$ cat config.mk
export PLATFORM = sky130hd
export DESIGN_NAME = uart_tx_framer
export DESIGN_NICKNAME = d
export VERILOG_FILES = /design/src/rtl/uart_tx_framer.sv
export SDC_FILE = /design/constraint.sdc
export NUM_CORES = 1
export LEC_CHECK = 0
export BUFFER_PORTS_ARGS = -buffer_cell sky130_fd_sc_hd__buf_2
export CORE_MARGIN = 1
export CORE_UTILIZATION = 41
export CTS_CLUSTER_DIAMETER = 150
export CTS_CLUSTER_SIZE = 10
export DETAILED_ROUTE_END_ITERATION = 8
export PLACE_DENSITY_LB_ADDON = 0.12
export RECOVER_POWER = 50
export SLEW_MARGIN = 20
export SYNTH_ARGS = -nofsm -noshare
export SYNTH_HDL_FRONTEND = slang
export SYNTH_SLANG_ARGS = --single-unit
$ cat constraint.sdc
create_clock -name clk -period 1.73 [get_ports clk]
set_input_delay 0.519 -clock clk [delete_from_list [all_inputs] [get_ports clk]]
set_output_delay 0.519 -clock clk [all_outputs]
set_load 0.05 [all_outputs]
$ cat src/rtl/uart_tx_framer.sv
// UART transmit framer: start bit, W_DATA data bits, optional parity, N_STOP stop bits.
// One bit per baud_tick period; a word is taken over tx_valid/tx_ready only when idle.
module uart_tx_framer #(
  parameter int W_DATA      = 8,
  parameter int PARITY_MODE = 1,
  parameter int N_STOP      = 1,
  parameter int LSB_FIRST   = 1
) (
  input  logic              clk,
  input  logic              rst,
  input  logic              baud_tick,
  input  logic              tx_valid,
  input  logic [W_DATA-1:0] tx_data,
  output logic              tx_ready,
  output logic              tx_out,
  output logic              busy,
  output logic              frame_done
);

  localparam logic [2:0] S_IDLE   = 3'd0;
  localparam logic [2:0] S_ARM    = 3'd1;
  localparam logic [2:0] S_START  = 3'd2;
  localparam logic [2:0] S_DATA   = 3'd3;
  localparam logic [2:0] S_PARITY = 3'd4;
  localparam logic [2:0] S_STOP   = 3'd5;

  localparam logic [3:0] LAST_BIT  = 4'(W_DATA - 1);
  localparam logic [3:0] LAST_STOP = 4'(N_STOP - 1);
  localparam bit         HAS_PAR   = (PARITY_MODE != 0);
  localparam logic       PAR_INV   = (PARITY_MODE == 2);

  if (W_DATA < 5 || W_DATA > 9 || PARITY_MODE < 0 || PARITY_MODE > 2 ||
      N_STOP < 1 || N_STOP > 2) begin : g_bad_params
    $error("uart_tx_framer: illegal W_DATA, PARITY_MODE or N_STOP");
  end

  logic [2:0]        state_q, state_d;
  logic [W_DATA-1:0] shreg_q, shreg_d;
  logic [3:0]        cnt_q, cnt_d;
  logic              par_q, par_d;
  logic              tx_out_q, tx_out_d;
  logic              tx_ready_q, tx_ready_d;
  logic              busy_q, busy_d;
  logic              done_q, done_d;

  function automatic logic head_bit(input logic [W_DATA-1:0] v);
    if (LSB_FIRST != 0) return v[0];
    return v[W_DATA-1];
  endfunction

  function automatic logic [W_DATA-1:0] shift_out(input logic [W_DATA-1:0] v);
    if (LSB_FIRST != 0) return {1'b0, v[W_DATA-1:1]};
    return {v[W_DATA-2:0], 1'b0};
  endfunction

  always_comb begin
    state_d = state_q;
    shreg_d = shreg_q;
    cnt_d   = cnt_q;
    par_d   = par_q;
    done_d  = 1'b0;
    case (state_q)
      S_IDLE: begin
        // A tick in the accept cycle is deliberately not looked at here.
        if (tx_valid && tx_ready_q) begin
          shreg_d = tx_data;
          par_d   = (^tx_data) ^ PAR_INV;
          state_d = S_ARM;
        end
      end
      S_ARM: begin
        if (baud_tick) state_d = S_START;
      end
      S_START: begin
        if (baud_tick) begin
          state_d = S_DATA;
          cnt_d   = '0;
        end
      end
      S_DATA: begin
        if (baud_tick) begin
          shreg_d = shift_out(shreg_q);
          if (cnt_q == LAST_BIT) begin
            cnt_d   = '0;
            state_d = HAS_PAR ? S_PARITY : S_STOP;
          end else begin
            cnt_d = cnt_q + 4'd1;
          end
        end
      end
      S_PARITY: begin
        if (baud_tick) begin
          state_d = S_STOP;
          cnt_d   = '0;
        end
      end
      S_STOP: begin
        if (baud_tick) begin
          if (cnt_q == LAST_STOP) begin
            cnt_d   = '0;
            state_d = S_IDLE;
            done_d  = 1'b1;
          end else begin
            cnt_d = cnt_q + 4'd1;
          end
        end
      end
      default: state_d = S_IDLE;
    endcase
  end

  // Outputs are decoded from the next state so they are registered yet aligned with it.
  always_comb begin
    tx_out_d   = 1'b1;
    tx_ready_d = (state_d == S_IDLE);
    busy_d     = (state_d != S_IDLE);
    case (state_d)
      S_START:  tx_out_d = 1'b0;
      S_DATA:   tx_out_d = head_bit(shreg_d);
      S_PARITY: tx_out_d = par_d;
      default:  tx_out_d = 1'b1;
    endcase
  end

  always_ff @(posedge clk or negedge rst) begin
    if (!rst) begin
      state_q    <= S_IDLE;
      shreg_q    <= '0;
      cnt_q      <= '0;
      par_q      <= 1'b0;
      tx_out_q   <= 1'b1;
      tx_ready_q <= 1'b1;
      busy_q     <= 1'b0;
      done_q     <= 1'b0;
    end else begin
      state_q    <= state_d;
      shreg_q    <= shreg_d;
      cnt_q      <= cnt_d;
      par_q      <= par_d;
      tx_out_q   <= tx_out_d;
      tx_ready_q <= tx_ready_d;
      busy_q     <= busy_d;
      done_q     <= done_d;
    end
  end

  assign tx_out     = tx_out_q;
  assign tx_ready   = tx_ready_q;
  assign busy       = busy_q;
  assign frame_done = done_q;

endmodule

Word-level counts from Yosys, hierarchy flattened
Index checks and enable logic that the tools add are counted.

storage, ports and cells
  flip-flop bits (word level) = 20
  word-level logic and storage cells = 63
  input bits = 12

operators by class
  $add $sub $neg = 1
  reduce and logical (&&, ||, !) cells = 11
  equality and inequality tests = 13
  multiplexer cells = 29

operators with widths
  kind                                                              count
  3-bit 2-to-1 mux                                                  8
  8-bit 2-to-1 mux                                                  3
  4-bit 2-to-1 mux                                                  5
  3-bit case mux with 6 select lines                                1
  8-bit case mux with 2 select lines                                1
  3-bit by 2-bit == test with 1-bit output (second input constant)  4
  4-bit case mux with 3 select lines                                1
  3-bit == test (second input constant)                             3
  1-bit 2-to-1 mux                                                  9
  8-bit parity                                                      1
  3-bit logical NOT                                                 2
  2-bit != test (second input constant)                             3
  3-bit nonzero test                                                2
  4-bit by 1-bit adder with 4-bit output (second input constant)    1
  4-bit by 3-bit == test with 1-bit output (second input constant)  1
  4-bit logical NOT                                                 1
  4-bit AND reduction                                               1
  3-bit by 1-bit == test with 1-bit output (second input constant)  1
  1-bit case mux with 3 select lines                                1
  3-bit AND reduction                                               1
  2-bit by 1-bit != test with 1-bit output (second input constant)  1
  2-bit nonzero test                                                1
  2-bit OR reduction                                                1
  1-bit logical AND                                                 1

Depth between registers and ports, before layout
  word-level depth = 8
  mapped depth = 7

Worst setup path before layout
No wires, ideal clock.

  path type = input -> register
  start = input port baud_tick
  end = register busy_q, in the netlist busy
  stages = 5
  library setup time = 0.135 ns
  required time = 1.595 ns
  arrival time = 1.556 ns
  setup slack = 0.039 ns
  cell sequence = buf_2 and4b_1 buf_6 a22o_1 or3_4

between the ends
  cells in the longest elaborated chain, start to end = 3

ends and longest elaborated chain
  what                                    line  source
  from (decl)                             11    input logic baud_tick,
  3-bit 2-to-1 mux (on tied branches)     n/a
  3-bit case mux with 6 select lines (*)  62    case (state_q)
  named net state_d[2]                    37    logic [2:0] state_q, state_d;
  3-bit nonzero test (*)                  116   busy_d = (state_d != S_IDLE);
  named net busy_d                        43    logic busy_q, busy_d;
  to (signal assigned)                    142   busy_q <= busy_d;
  to (decl)                               43

The timed path passes the listed nets; every way through them passes the cells marked *.
A chain may end at the register's enable or synchronous reset.

Worst setup path in the final report
  start = register tx_ready_q, in the netlist tx_ready
  end = output port tx_ready

RTL lines
  what                    line  source
  from (decl)             42    logic tx_ready_q, tx_ready_d;
  from (signal assigned)  141   tx_ready_q <= tx_ready_d;
  to (decl)               14    output logic tx_ready,

No word-level cell between the ends.

==> impl_results.md <==
- Layout cells sized above 1: 33.1%
- DP HPWL: 1.61 mm
- Main area contributors after synthesis: dfrtp_1, nand2_1, xnor2_1
- Tcrit/Tclk final: 96.2%
- Layout area overhead: 18.7%
- Worst hold path type: in2async
- Final Hold Vio Count: 0
- TritonCTS Buffers: 3
- Nets: 148
- Clock Path Buffers: 2
- #FFs+latches synth: 20
- Post-synth top area share: 40.0%
- WHS: 0.388 ns
- Total power: 1.84 mW
- Detailed Route WL: 2.19 mm
- Leakage: 0.605 nW
- # rows: 18
- Die boundary height: 54.4 µm
- Placed Cells: 158
- CP max stage delay: 0.62 ns
- Setup Viol. Count Final: 0
- Ys flop type: dfrtp_1
- Clock latency on the worst-skew pair: 0.31 ns
- DR WL/cell: 13.4 µm
- Post-synth top area cell: dfrtp_1
- Slew at the pin closest to its max-slew limit: 1.12 ns
- Arrival @ worst endpoint: 1.15 ns
- Cells after Synth: 110
- Distinct cells, synth: 37
- Diodes inserted: 0
- First-pass GRT wire length: 3.51 mm
- Die Area: 2960 µm²
- Crit-path leading delay family: flip-flops
- Iter 0 DRT Violations: 17
- GRT Overall Usage: 17.1%
- CORE AREA: 2540 µm²
- Initial antenna violation count: 0
- Via count: 862
- Syn_area_per_cell: 10.2 µm²
- Critical-path cell list: buf_4
- Vias in the first global route: 767
- Req. time, crit path: 1.21 ns
- VDD IR-drop max: 0.889 mV
- Critical path fanouts, max: 5
- Crit end category: primary output
- RSZ-0062 raised after global routing: yes
- TritonRoute pass-1 iters: 4
- Peak Freq: 601 MHz
- Hold_buf cts: 0
- Clk slew on worst S/H paths: 0.13 ns
- Congestion Overflow GR: 0
- Ys async rst share: 100%
- Finished Layout Cells: 163
- Initial Utilization: 44.2%
- Max-slew headroom: 25.7%
- # clock sinks: 20
- Clock skew: 0.0132 ns
- Post-synth EDFFs: 0
- Crit-path slowest cell: dfstp_2
- Max Cap Violations: 0
- Synth Cell Area: 1130 µm²
- Antenna Violating Nets Remaining: 0
- CTS tree: done
- Die width: 54.4 µm
- Drt drc: 0
- Tmin final: 1.66 ns
- Ys Warns: 0
- Ports: 16
- I/O Buffers: 15
- Element type at the critical path start: register
- Outcome: finished, final reports clean
- Critical path class: reg2out
- Crit path buf inv count: 1
- Placer Congestion: 0.863
- Max Slew Vio Count: 0
- Pwr Density: 1380 nW/µm²
- # H-tree levels: 1
- Clock root cell: clkbuf_4
- Register area share after synthesis: 44.7%
- Via/cell ratio: 5.29
- Largest net degree at the start of global routing: 21
- Synthesized Nets: 124
cells by family after synthesis:
logic type                 share of synthesized area [%]
and+or+nand+nor                                     22.9
muxes                                               1.00
buffers and inverters                               5.00
xor gates and xnor gates                            5.44
DFF                                                 44.7
AOI/OAI and AO/OA                                   18.8
adders and majority gates                           2.22
flip-flops by register name (all words and copies together) (netlist names):
register	cells
shreg_q	8
cnt_q	4
state_q	3
busy	1
frame_done	1
par_q	1
tx_out	1
tx_ready	1
what timing repair did:
item,CTS,global route
pin swaps,0,2
setup buffers,0,1
cloned,0,0
resized for setup,1,5
setup endpoints to repair,1,6
metal layers:
| layer | share of wire [%] | wire length (µm) | track usage, % |
|---|---|---|---|
| met1 | 51 | 1120 | 23.0 |
| met2 | 45 | 978 | 25.4 |
| met3 | 3.5 | 77 | 5.00 |
| met4 | 0.59 | 13 | 6.84 |
| met5 | 0 | 0 | 0 |
power breakdown:
| part | total [mW] | leakage, nW | switching (mW) | internal [mW] |
|---|---|---|---|---|
| clock network | 0.387 | 0.0279 | 0.153 | 0.234 |
| registers | 0.719 | 0.249 | 0.139 | 0.580 |
| logic | 0.738 | 0.327 | 0.369 | 0.368 |
| total | 1.84 | 0.605 | 0.661 | 1.18 |
final timing paths:
kind                       cells past startpoint       start  slack [ns]    endpoint
setup / recovery                               1    tx_ready        0.07    tx_ready
hold / removal                                 1         rst        0.39  state_q[1]
setup reg to reg                               6    cnt_q[1]        0.11        busy
hold reg to reg                                2  shreg_q[1]        0.48  shreg_q[1]
max in group asynchronous                      1         rst        0.61  state_q[2]
min in group clk                               3  tx_data[6]        0.45  shreg_q[6]
cells in the final DEF (no fill, tap or decap), types with 2 or more instances in the layout:
cell	count
xnor2_1	7
nand2_1	17
buf_4	10
a21oi_1	4
o32a_1	2
nor2_1	3
dfrtp_1	17
a22o_1	2
nand3_1	3
ha_1	2
o21ai_1	4
inv_1	2
nor2b_1	3
buf_2	13
nand2b_1	4
nor2_2	2
and4_1	2
inv_2	3
dfstp_2	2
nor3b_2	2
a22oi_1	6
clkbuf_4	3
through the flow:
step           utilization, %  instance area, µm²  setup TNS, ns  worst slack, ns
6_report                 52.5                1340              0           0.0659
5_1_grt                  52.5                1340        -0.0259          -0.0187
4_1_cts                  51.7                1320              0           0.0293
3_5_place_dp             49.6                1260              0           0.0150
3_3_place_gp             49.6                1260              0           0.0276
2_1_floorplan               -                1130              0           0.0390
worst reg2reg max path, delay by kind of cell (launching register included):
| family | cells | cell delay (ns) |
|---|---|---|
| buffers and inverters | 1 | 0.07 |
| AND/OR/NAND/NOR | 2 | 0.51 |
| AO/OA/AOI/OAI | 2 | 0.38 |
| adder cells (fa/ha/maj) | 1 | 0.15 |
| flip-flops | 1 | 0.43 |
layout make-up:
class,count,area (µm²)
Tap cell,30,37.5
Sequential cell,20,504
Clock buffer,3,22.5
Timing Repair Buffer,24,144
Clock inverter,1,30.0
Fill cell,246,1210
Inverter,5,18.8
Multi-Input combinational cell,80,579
cell usage after synthesis, drive strengths merged (2+ instances only):
library cell and n:
dfstp 2, inv 5, o32a 2, xnor2 7, nand2b 4, nor3b 3
nor2b 3, a21oi 5, nor2 5, o21ai 4, dfrtp 18, and4 2
nand3 3, ha 2, a22oi 6, a22o 2, nand2 17, buf 5
(Power assumes the default switching activity.)
